<file path="src/rtl/onehot_sweep_pkg.sv">
// onehot_sweep_pkg
//   Shared definitions for the home/peak sweep monitor: FSM state encoding
//   and the position helpers (home bit, first/last peak, next peak) for
//   either sweep direction.
package onehot_sweep_pkg;

    typedef enum logic [1:0] {
        HUNT     = 2'd0,
        EXP_HOME = 2'd1,
        EXP_PEAK = 2'd2
    } state_t;

    function automatic int home_pos(input int width, input bit home_msb);
        return home_msb ? width - 1 : 0;
    endfunction

    function automatic int first_peak_pos(input int width, input bit home_msb);
        return home_msb ? width - 2 : 1;
    endfunction

    function automatic int last_peak_pos(input int width, input bit home_msb);
        return home_msb ? 0 : width - 1;
    endfunction

    // Peaks walk away from home one bit per sweep step, wrapping from the
    // far end back to the peak adjacent to home.
    function automatic int next_peak_pos(input int p, input int width, input bit home_msb);
        if (p == last_peak_pos(width, home_msb))
            return first_peak_pos(width, home_msb);
        return home_msb ? p - 1 : p + 1;
    endfunction

endpackage

</file>
<file path="src/rtl/onehot_encoder.sv">
// onehot_encoder
//   Combinational one-hot check and binary encode.
//   word      in   WIDTH  word to encode
//   idx       out  IDX_W  position of the single set bit; 0 if not one-hot
//   is_onehot out  1      exactly one bit of word is set
module onehot_encoder #(
    parameter int WIDTH = 8,
    parameter int IDX_W = $clog2(WIDTH)
) (
    input  logic [WIDTH-1:0] word,
    output logic [IDX_W-1:0] idx,
    output logic             is_onehot
);

    logic [IDX_W-1:0] or_idx;

    always_comb begin
        // Clearing the lowest set bit leaves zero only for single-bit words.
        is_onehot = (word != '0) && ((word & (word - WIDTH'(1))) == '0);
        // OR of the positions of all set bits; exact only when one-hot,
        // so it is masked below for the zero/multi-hot cases.
        or_idx = '0;
        for (int i = 0; i < WIDTH; i++)
            if (word[i]) or_idx = or_idx | IDX_W'(i);
        idx = is_onehot ? or_idx : '0;
    end

endmodule

</file>
<file path="src/rtl/onehot_sweep_monitor.sv">
// onehot_sweep_monitor
//   Checks the home/peak sweep generator word: encodes it, tracks the
//   home/peak alternation and counts completed sweeps and violations.
//   clk        in   1      rising-edge clock
//   rstn       in   1      asynchronous active-low reset
//   pat_valid  in   1      sample pat_in this cycle
//   pat_in     in   WIDTH  generator word
//   idx        out  IDX_W  index of last sampled word (0 if not one-hot)
//   onehot_ok  out  1      last sampled word was one-hot
//   locked     out  1      tracking the sweep (not hunting)
//   seq_err    out  1      pulse: sequence violation
//   sweep_done out  1      pulse: final peak confirmed
//   sweep_cnt  out  CNT_W  completed sweeps, wrapping
//   err_cnt    out  CNT_W  violations, saturating
module onehot_sweep_monitor
    import onehot_sweep_pkg::*;
#(
    parameter  int WIDTH    = 8,
    parameter  bit HOME_MSB = 1'b0,
    parameter  int CNT_W    = 8,
    localparam int IDX_W    = $clog2(WIDTH)
) (
    input  logic             clk,
    input  logic             rstn,
    input  logic             pat_valid,
    input  logic [WIDTH-1:0] pat_in,
    output logic [IDX_W-1:0] idx,
    output logic             onehot_ok,
    output logic             locked,
    output logic             seq_err,
    output logic             sweep_done,
    output logic [CNT_W-1:0] sweep_cnt,
    output logic [CNT_W-1:0] err_cnt
);

    localparam int               HOME_POS  = home_pos(WIDTH, HOME_MSB);
    localparam logic [WIDTH-1:0] HOME_WORD = WIDTH'(1) << HOME_POS;
    localparam logic [IDX_W-1:0] LAST_IDX  = IDX_W'(last_peak_pos(WIDTH, HOME_MSB));

    logic [IDX_W-1:0] enc_idx;
    logic             enc_ok;

    onehot_encoder #(.WIDTH(WIDTH), .IDX_W(IDX_W)) u_enc (
        .word      (pat_in),
        .idx       (enc_idx),
        .is_onehot (enc_ok)
    );

    state_t           state, nxt_state;
    logic [IDX_W-1:0] last_peak, nxt_last;
    logic [IDX_W-1:0] exp_peak, nxt_exp;
    logic             err_ev, done_ev;

    // State, tracking registers, sampled word info, pulses and counters.
    always_ff @(posedge clk or negedge rstn) begin
        if (!rstn) begin
            state      <= HUNT;
            last_peak  <= '0;
            exp_peak   <= '0;
            idx        <= '0;
            onehot_ok  <= 1'b0;
            seq_err    <= 1'b0;
            sweep_done <= 1'b0;
            sweep_cnt  <= '0;
            err_cnt    <= '0;
        end else begin
            state      <= nxt_state;
            last_peak  <= nxt_last;
            exp_peak   <= nxt_exp;
            seq_err    <= err_ev;
            sweep_done <= done_ev;
            if (pat_valid) begin
                idx       <= enc_idx;
                onehot_ok <= enc_ok;
            end
            if (done_ev) sweep_cnt <= sweep_cnt + CNT_W'(1);
            if (err_ev && err_cnt != '1) err_cnt <= err_cnt + CNT_W'(1);
        end
    end

    // Next state. Events only arise on valid samples; a violation drops
    // to HUNT without reusing the offending word for resync.
    always_comb begin
        nxt_state = state;
        nxt_last  = last_peak;
        nxt_exp   = exp_peak;
        err_ev    = 1'b0;
        done_ev   = 1'b0;
        if (pat_valid) begin
            case (state)
                HUNT: begin
                    if (enc_ok && pat_in != HOME_WORD) begin
                        nxt_state = EXP_HOME;
                        nxt_last  = enc_idx;
                    end
                end
                EXP_HOME: begin
                    if (pat_in == HOME_WORD) begin
                        nxt_state = EXP_PEAK;
                        nxt_exp   = IDX_W'(next_peak_pos(int'(last_peak), WIDTH, HOME_MSB));
                    end else begin
                        nxt_state = HUNT;
                        err_ev    = 1'b1;
                    end
                end
                EXP_PEAK: begin
                    // exp_peak is never the home bit, so a home word fails here.
                    if (enc_ok && enc_idx == exp_peak) begin
                        nxt_state = EXP_HOME;
                        nxt_last  = exp_peak;
                        done_ev   = (exp_peak == LAST_IDX);
                    end else begin
                        nxt_state = HUNT;
                        err_ev    = 1'b1;
                    end
                end
                default: nxt_state = HUNT;
            endcase
        end
    end

    // Moore output.
    always_comb begin
        locked = (state != HUNT);
    end

endmodule

</file>
<file path="config.mk">
export PLATFORM = sky130hd
export DESIGN_NAME = onehot_sweep_monitor
export DESIGN_NICKNAME = d
export VERILOG_FILES = /design/src/rtl/onehot_sweep_pkg.sv /design/src/rtl/onehot_encoder.sv /design/src/rtl/onehot_sweep_monitor.sv
export SDC_FILE = /design/constraint.sdc
export NUM_CORES = 1
export LEC_CHECK = 0
export CAP_MARGIN = 20
export CORE_ASPECT_RATIO = 1.75
export CORE_MARGIN = 2
export CORE_UTILIZATION = 44
export DETAILED_ROUTE_END_ITERATION = 10
export PLACE_DENSITY = 0.79
export SYNTH_ARGS = -nofsm -noshare
export SYNTH_HDL_FRONTEND = slang
export SYNTH_HIERARCHICAL = 1
export SYNTH_SLANG_ARGS = --single-unit
</file>
<file path="constraint.sdc">
create_clock -name clk -period 3 [get_ports clk]
set_input_delay 0.6 -clock clk [delete_from_list [all_inputs] [get_ports clk]]
set_output_delay 0.6 -clock clk [all_outputs]
set_load 0.05 [all_outputs]
</file>
==> results_dict.tcl, run 1 <==
set metrics [dict create \
    worstMarginPinSlew_ns 0.5152 \
    initial_utilization 0.4516 \
    synth_edf_count 0 \
    power_per_cell_area_nw_per_um2 566.3 \
    finalWirelength_microns 4197 \
    cts_buffer_depth 2 \
    synthCells 151 \
    min_from "sweep_cnt[7]$_DFFE_PN0P_" \
    path_cells "clkbuf_2 -> or4_4 -> nor3_4 -> nand3b_1 -> a31oi_4 -> xnor2_2 -> nand4_4 -> buf_4 -> nand2_1 -> o31ai_1 -> a221oi_1" \
    dpl.hpwl_microns 2947 \
    die-area_sq_um 4467 \
    nets 235 \
    critPathTopFamily "simple AND/OR/NAND/NOR gates" \
    viasPerCell 5.462 \
    gp_congestion 0.8447 \
    grt_first_pass_wirelength_microns 7079 \
    ys_seq_area_frac 0.4342 \
    cp-end-kind "register" \
    worst_ep_arrival_time_ns 3.03 \
    drv_cap 0 \
    r2r-start "state[0]$_DFFE_PN0P_" \
    drive_above_1_share 0.3194 \
    cts_buffers 5 \
    drv_slew 0 \
    slowest_stage "or4_4" \
    dr_total_vias 1442 \
    slew_headroom 0.6555 \
    finalHoldViolCount 0 \
    critical-path-max-stage-delay_ns 0.58 \
    rows 30 \
    path_class "primary input to register" \
    track_usage 0.2137 \
    synth_area_sq_um 1729 \
    clock.fmax_mhz 352.1 \
    antenna_found_initial 0 \
    portBuffers 33 \
    worstSetupStartpoint "pat_in[2]" \
    crit_required_ns 3.19 \
    drtPass1Iterations 6 \
    drtAntennaViolNets 0 \
    cp-start-kind "primary input" \
    synth.avg_cell_area_sq_um 11.45 \
    fin_total_pwr_mw 1.399 \
    die_w_microns 51.39 \
    cp_max_fo 7 \
    grt_pass1_vias 1606 \
    irDropWorstVdd_mv 0.5860 \
    synthArstFlopShare 1.000 \
    drt_iter0_drc 23 \
    final_common_cell "dfrtp_1" \
    mostFrequentLayoutCells "dfrtp_1 (30), clkdlybuf4s50_1 (29), buf_4 (24)" \
    area_growth_syn_to_layout_pct 42.91 \
    path_buf_inv 2 \
    hp-class "register to register" \
    syn_nets 170 \
    grt_max_degree 31 \
    period_minus_slack_ns 2.840 \
    h-tree-depth 2 \
    leakage_nw 1.079 \
    wl_per_cell_microns 15.90 \
    synthFlopType "dfrtp_1" \
    clockRootBuffer "clkbuf_8" \
    status "finished clean" \
    holdBufCountCts 0 \
    antenna_cells 0 \
    finalSetupViolCount 0 \
    clock-skew-final_ns 0.005210 \
    worstSkewPairLatency_ns 0.28 \
    gr-total-overflow 0 \
    cts_tree "done" \
    clk_transition_reported_paths_ns 0.06 \
    drcViolationCount 0 \
    rsz0062_at_grt "no" \
    die_h_microns 86.93 \
    synth_seq_cells 30 \
    synth_cell_types 46 \
    ioPinCount 34 \
    tns_ns 0 \
    cts.sinks 30 \
    ys.warnings.count 6 \
    core_area_sq_um 3829 \
    fin_crit_sh 0.9468 \
]
-- through the flow --
step | std cells | setup slack, ns | utilization | hold slack [ns] | instance area, sq um
after detailed placement | 250 | -0.5227 | 0.5935 | 0.4822 | 2272
after global routing | 264 | 0.03009 | 0.6454 | 0.5143 | 2471
after global placement | 250 | -0.3581 | 0.5935 | 0.4591 | 2272
after floorplan | 151 | 0.1157 | - | 0.3044 | 1742
after CTS | 261 | 0.01589 | 0.6412 | 0.4944 | 2455
final | 264 | 0.1596 | 0.6454 | 0.4874 | 2471
-- repair_timing --
item	in CTS	in global routing
gates resized for setup	17	9
setup endpoints to repair	20	19
setup buffers	4	3
pin swaps	13	9
-- final cells by class --
class / count / area, sq um
fill: 313 / 1358
multi-input combinational: 112 / 1026
sequential: 30 / 750.7
timing repair buffer: 60 / 529.3
clock buffer: 5 / 68.82
tap: 48 / 60.06
inverter: 7 / 26.28
clock inverter: 2 / 10.01
-- worst register-to-register path: stages (launching register included) --
cell     delay [ns]
dfrtp_1        0.41
inv_1          0.11
ha_1           0.36
and3_1         0.21
nand3_1        0.18
nor2_4         0.20
buf_4          0.13
buf_4          0.10
xor2_1         0.13
-- registers in the layout, indices dropped and copies added, names as in the netlist --
register and count:
err_cnt 8, exp_peak 3, idx 3, last_peak 3
onehot_ok 1, seq_err 1, state 2, sweep_cnt 8
sweep_done 1
-- Yosys cell counts, types with 2 or more instances --
master	count	share of area
xor2_1	4	0.020
o31ai_1	4	0.017
nand3_1	5	0.014
a21oi_2	2	0.010
a31oi_1	2	0.0072
nand4_1	5	0.018
buf_2	2	0.0058
nor3_1	4	0.012
dfrtp_1	30	0.43
a221oi_1	3	0.015
xnor2_1	12	0.061
nand2_1	11	0.024
a21boi_0	2	0.0087
nor2_1	4	0.0087
inv_1	7	0.015
ha_1	8	0.058
o21ai_0	5	0.014
mux2_2	7	0.046
nand2b_1	2	0.0072
and3_1	5	0.018
nand3b_1	2	0.0087
-- power breakdown --
group | internal, mW | switching (mW) | total (mW)
Clock | 0.155 | 0.149 | 0.305
Sequential | 0.468 | 0.0612 | 0.529
Combinational | 0.223 | 0.343 | 0.566
Total | 0.846 | 0.554 | 1.40
-- final timing paths --
kind                                       endpoint  slack (ns)  depth (start not counted)
max                        last_peak[1]$_DFFE_PN0P_        0.16                         11
min                        sweep_cnt[7]$_DFFE_PN0P_        0.49                          1
max reg2reg                sweep_cnt[0]$_DFFE_PN0P_        1.09                          8
min reg2reg                sweep_cnt[7]$_DFFE_PN0P_        0.49                          1
max in group asynchronous    err_cnt[5]$_DFFE_PN0P_        2.03                          2
min in group asynchronous   exp_peak[1]$_DFFE_PN0P_        0.70                          2
-- logic make-up after synthesis --
group / count (synthesis) / synth area share
flops: 30 / 0.4342
mux: 10 / 0.06657
fa+ha+maj: 9 / 0.06368
simple gates: 50 / 0.1997
buf+inv: 9 / 0.02099
xor+xnor: 16 / 0.08104
compound gates: 27 / 0.1339
-- routing by layer --
metal	up-vias	global-route usage	routed length [microns]
li1	683	-	-
met1	694	0.2223	1543
met2	47	0.3741	2320
met3	18	0.05670	184
met4	0	0.1244	149
met5	-	0	0
No activity file was read; power rests on OpenSTA's default activity.
==> run 2: changes to the inputs <==
- PLACE_DENSITY: 0.79 -> 0.77
==> results_dict.tcl, run 2 (synthesis results as in run 1) <==
set metrics [dict create \
    dr_total_vias 1492 \
    min_from "sweep_cnt[7]$_DFFE_PN0P_" \
    die_w_microns 51.39 \
    drtPass1Iterations 4 \
    drv_cap 0 \
    cp-start-kind "primary input" \
    cp-end-kind "register" \
    clockRootBuffer "clkbuf_8" \
    grt_first_pass_wirelength_microns 7293 \
    viasPerCell 5.630 \
    finalWirelength_microns 4699 \
    period_minus_slack_ns 2.914 \
    placedCellCount 250 \
    die_h_microns 86.93 \
    reg2reg_slack_ns 0.95 \
    antenna_cells 0 \
    final_common_cell "dfrtp_1" \
    path_class "primary input to register" \
    p_sw_mw 0.5927 \
    gr-total-overflow 0 \
    final_core_util 0.6735 \
    placed_area_sq_um 2272 \
    r2r_cells 7 \
    antenna_found_initial 0 \
    status "finished clean" \
    clkPwrFrac 0.249 \
    fin_total_pwr_mw 1.541 \
    cts_tree "done" \
    rows 30 \
    dpl.hpwl_microns 2977 \
    cts_buffers 5 \
    finalHoldViolCount 0 \
    drive_above_1_share 0.3456 \
    gp_congestion 0.8076 \
    wl_per_cell_microns 17.73 \
    track_usage 0.2205 \
    holdBufCountCts 0 \
    h-tree-depth 2 \
    mostFrequentLayoutCells "dfrtp_1 (30), clkdlybuf4s50_1 (29), buf_4 (25)" \
    r2r-start "state[0]$_DFFE_PN0P_" \
    clock-skew-final_ns 0.004467 \
    die-area_sq_um 4467 \
    grt_pass1_vias 1533 \
    critPathCapture "err_cnt[1]$_DFFE_PN0P_" \
    p_int_mw 0.9485 \
    clk_transition_reported_paths_ns 0.06 \
    initial_utilization 0.4516 \
    cts.sinks 30 \
    core_area_sq_um 3829 \
    swShare 0.3846 \
    slew_headroom 0.6431 \
    reg_top3 "err_cnt (8), sweep_cnt (8)" \
    fin_crit_sh 0.9713 \
    finalSetupViolCount 0 \
    nets 235 \
    drv_slew 0 \
    worstSetupStartpoint "pat_in[3]" \
    cp_max_fo 6 \
    combPwrFrac 0.406 \
    drcViolationCount 0 \
    worst_ep_arrival_time_ns 3.08 \
    fin_cells 265 \
    final_cell_area_sq_um 2579 \
    cts_buffer_depth 2 \
    r2r-end "err_cnt[6]$_DFFE_PN0P_" \
    drtAntennaViolNets 0 \
    ioPinCount 34 \
    power_per_cell_area_nw_per_um2 597.7 \
    clock.fmax_mhz 343.2 \
    drt_iter0_drc 39 \
    portBuffers 33 \
    worstSkewPairLatency_ns 0.29 \
    crit_required_ns 3.17 \
    worstMarginPinSlew_ns 0.5337 \
    irDropWorstVdd_mv 0.6298 \
    grt_max_degree 31 \
    leakage_nw 1.099 \
    hold_depth 1 \
    seq_power_share 0.345 \
    area_growth_syn_to_layout_pct 49.13 \
    hp-class "register to register" \
]
[run 2: cell types whose count changed in the layout (fill, tap and decap cells not counted), sizes merged]
cell,change
clkinv,-2
buf,-1
a41oi,+1
clkbuf,+3
[run 2: power by group through the flow]
stage	Clock [mW]	Sequential [mW]	Combinational [mW]
floorplan	0	0.642	0.240
global placement	0	0.530	0.533
detailed placement	0	0.535	0.549
CTS	0.397	0.530	0.576
global route	0.414	0.539	0.667
finish	0.384	0.532	0.626
[run 2: per-stage QoR]
step,hold slack (ns),setup WS (ns),TNS [ns]
floorplan,0.3044,0.1157,0
global placement,0.4585,-0.3616,-5.219
detailed placement,0.4616,-0.5578,-8.365
CTS,0.4743,0.02473,0
global route,0.5061,-0.02399,-0.02973
finish,0.4716,0.08602,0
[run 2: what timing repair did]
item	in CTS	in global routing
resized for setup	19	17
setup endpoints to repair	20	17
gates cloned	0	1
pin swaps	13	15
setup buffers	3	3
[run 2: cell type report]
cell class                      count  area (sq um)
Clock buffer                        8         110.1
Fill cell                         301          1250
Inverter                            7         26.28
Multi-Input combinational cell    113          1117
Sequential cell                    30         750.7
Tap cell                           48         60.06
Timing Repair Buffer               59         514.2
[run 2: how the worst min path moves through the flow]
stage / endpoint / slack [ns]
after global placement: sweep_cnt[7]$_DFFE_PN0P_ / 0.46
final: sweep_cnt[7]$_DFFE_PN0P_ / 0.47
after global routing: sweep_cnt[7]$_DFFE_PN0P_ / 0.51
after detailed placement: sweep_cnt[7]$_DFFE_PN0P_ / 0.46
after CTS: sweep_cnt[7]$_DFFE_PN0P_ / 0.47
after floorplan: err_cnt[0]$_DFFE_PN0P_ / 0.30
[run 2: critical path: stages]
cell,delay (ns)
clkbuf_2,0.09
or4_4,0.57
buf_4,0.17
a21oi_4,0.17
a21oi_4,0.11
a2111oi_4,0.44
a41oi_2,0.21
buf_4,0.18
o21ba_4,0.24
mux2_4,0.30
[run 2: routing by layer]
layer / vias up / global-route usage / wire length (microns)
li1: 689 / - / -
met3: 18 / 0.04639 / 183
met5: - / 0 / 0
met1: 734 / 0.2441 / 1733
met4: 0 / 0.1292 / 199
met2: 51 / 0.3788 / 2583
==> run 3: changes to the inputs <==
- CORE_ASPECT_RATIO: 1.75 -> default
==> results_dict.tcl, run 3 (synthesis results as in run 1) <==
set metrics [dict create \
    status "finished clean" \
    leakage_nw 1.078 \
    reg2reg_slack_ns 0.92 \
    die_h_microns 66.69 \
    r2r-start "state[0]$_DFFE_PN0P_" \
    cts_buffer_depth 2 \
    clock-skew-final_ns 0.004710 \
    grt_max_degree 31 \
    hold_ws_ns 0.4676 \
    grt_pass1_vias 1522 \
    area_growth_syn_to_layout_pct 43.78 \
    core_area_sq_um 3716 \
    dpl.hpwl_microns 3066 \
    worstMarginPinSlew_ns 0.5329 \
    drv_cap 0 \
    finalHoldViolCount 0 \
    initial_utilization 0.4653 \
    holdBufCountCts 0 \
    drive_above_1_share 0.2991 \
    die-area_sq_um 4448 \
    clock.fmax_mhz 345.9 \
    portBuffers 33 \
    rows 22 \
    final_common_cell "dfrtp_1" \
    gr-total-overflow 0 \
    power_per_cell_area_nw_per_um2 602.1 \
    clk_transition_reported_paths_ns 0.07 \
    antenna_found_initial 0 \
    finalSetupViolCount 0 \
    hp-class "register to register" \
    irDropWorstVdd_mv 0.4929 \
    cp_max_fo 3 \
    rsz0062_at_grt "no" \
    die_w_microns 66.69 \
    drt_iter0_drc 76 \
    nets 232 \
    final.setup.worst_slack_ns 0.1087 \
    cp-start-kind "primary input" \
    slew_headroom 0.6436 \
    final_core_util 0.6690 \
    min_from "sweep_cnt[7]$_DFFE_PN0P_" \
    mostFrequentLayoutCells "dfrtp_1 (30), clkdlybuf4s50_1 (28), buf_4 (23)" \
    gp_congestion 0.8034 \
    wl_per_cell_microns 16.13 \
    crit_required_ns 3.17 \
    ioPinCount 34 \
    drtPass1Iterations 4 \
    grt-busiest-layer "met2" \
    track_usage 0.2181 \
    drcViolationCount 0 \
    h-tree-depth 2 \
    drtAntennaViolNets 0 \
    r2r_cells 7 \
    drv_slew 0 \
    fin_total_pwr_mw 1.497 \
    antenna_cells 0 \
    r2r-end "err_cnt[6]$_DFFE_PN0P_" \
    hold_path_end "sweep_cnt[7]$_DFFE_PN0P_" \
    use_met1 0.2568 \
    path_class "primary input to register" \
    finalWirelength_microns 4226 \
    cts_buffers 5 \
    gr-usage-met3 0.06588 \
    cts.sinks 30 \
    viasPerCell 5.454 \
    nFillCells 290 \
    dr_total_vias 1429 \
    cts_tree "done" \
    period_minus_slack_ns 2.891 \
    worstSkewPairLatency_ns 0.28 \
    clockRootBuffer "clkbuf_8" \
    multiInputGateArea_sq_um 1041 \
    grt_use_met2 0.3788 \
    reg_top3 "err_cnt (8), sweep_cnt (8)" \
    grt_first_pass_wirelength_microns 7127 \
    cp-end-kind "register" \
    place_ws_ns -0.5561 \
    fin_crit_sh 0.9638 \
    regArea_sq_um 750.7 \
    hold_depth 1 \
    worst_ep_arrival_time_ns 3.06 \
]
run 3: cell count changes in the layout (fill, tap and decap cells not counted), sizes merged:
cell,previous run,this run
buf,26,24
dlymetal6s2s,0,1
clkbuf,11,10
a41oi,3,2
bufinv,0,1
clkdlybuf4s50,29,28
run 3: final cells by class:
class                      instances  area share
clock buffer                       7     0.03070
clock inverter                     1     0.01208
timing repair buffer              57      0.2018
sequential                        30      0.3020
inverter                           7     0.01057
multi-input combinational        112      0.4187
tap                               48     0.02416
run 3: what timing repair did:
action | CTS | global route
endpoints found under the hold margin | 0 | 0
buffers inserted | 3 | 2
pin swaps | 10 | 9
setup endpoints to repair | 19 | 19
resized for setup | 12 | 14
run 3: worst max path at each step:
stage                         start                     end  slack (ns)  cells after the start
after global routing      pat_in[4]  err_cnt[6]$_DFFE_PN0P_        0.04                     10
after global placement    pat_in[2]  err_cnt[6]$_DFFE_PN0P_       -0.36                     10
after floorplan           pat_in[2]  err_cnt[6]$_DFFE_PN0P_        0.12                      9
after CTS                 pat_in[5]  err_cnt[6]$_DFFE_PN0P_       0.005                     11
after detailed placement  pat_in[2]  err_cnt[6]$_DFFE_PN0P_       -0.56                     10
final                     pat_in[4]  err_cnt[6]$_DFFE_PN0P_        0.11                     10
run 3: power breakdown:
| part | switching, mW | internal, mW |
|---|---|---|
| Combinational | 0.340 | 0.229 |
| Sequential | 0.0614 | 0.468 |
| Clock | 0.150 | 0.248 |
| Total | 0.552 | 0.945 |
run 3: critical path: stages:
cell and delay (ns):
clkbuf_2 0.09, or4_4 0.56, nor3_4 0.17, nand3b_1 0.23, a31oi_4 0.27, xnor2_2 0.13, a41oi_2 0.27, nor2_2 0.09
nor4_2 0.29, mux2_1 0.34
run 3: through the flow:
stage	instance area, sq um	setup TNS, ns	instances
4_1_cts	2442	0	260
5_1_grt	2486	0	262
6_report	2486	0	262
3_5_place_dp	2265	-8.593	249
2_1_floorplan	1742	0	151
3_3_place_gp	2265	-5.339	249
run 3: per-layer routing:
metal / routed length, microns / share of wire / vias to the layer above
met5: 0 / 0 / -
met2: 2200 / 0.52 / 32
met1: 1771 / 0.42 / 707
met3: 167 / 0.040 / 12
met4: 86 / 0.020 / 0
li1: - / - / 678
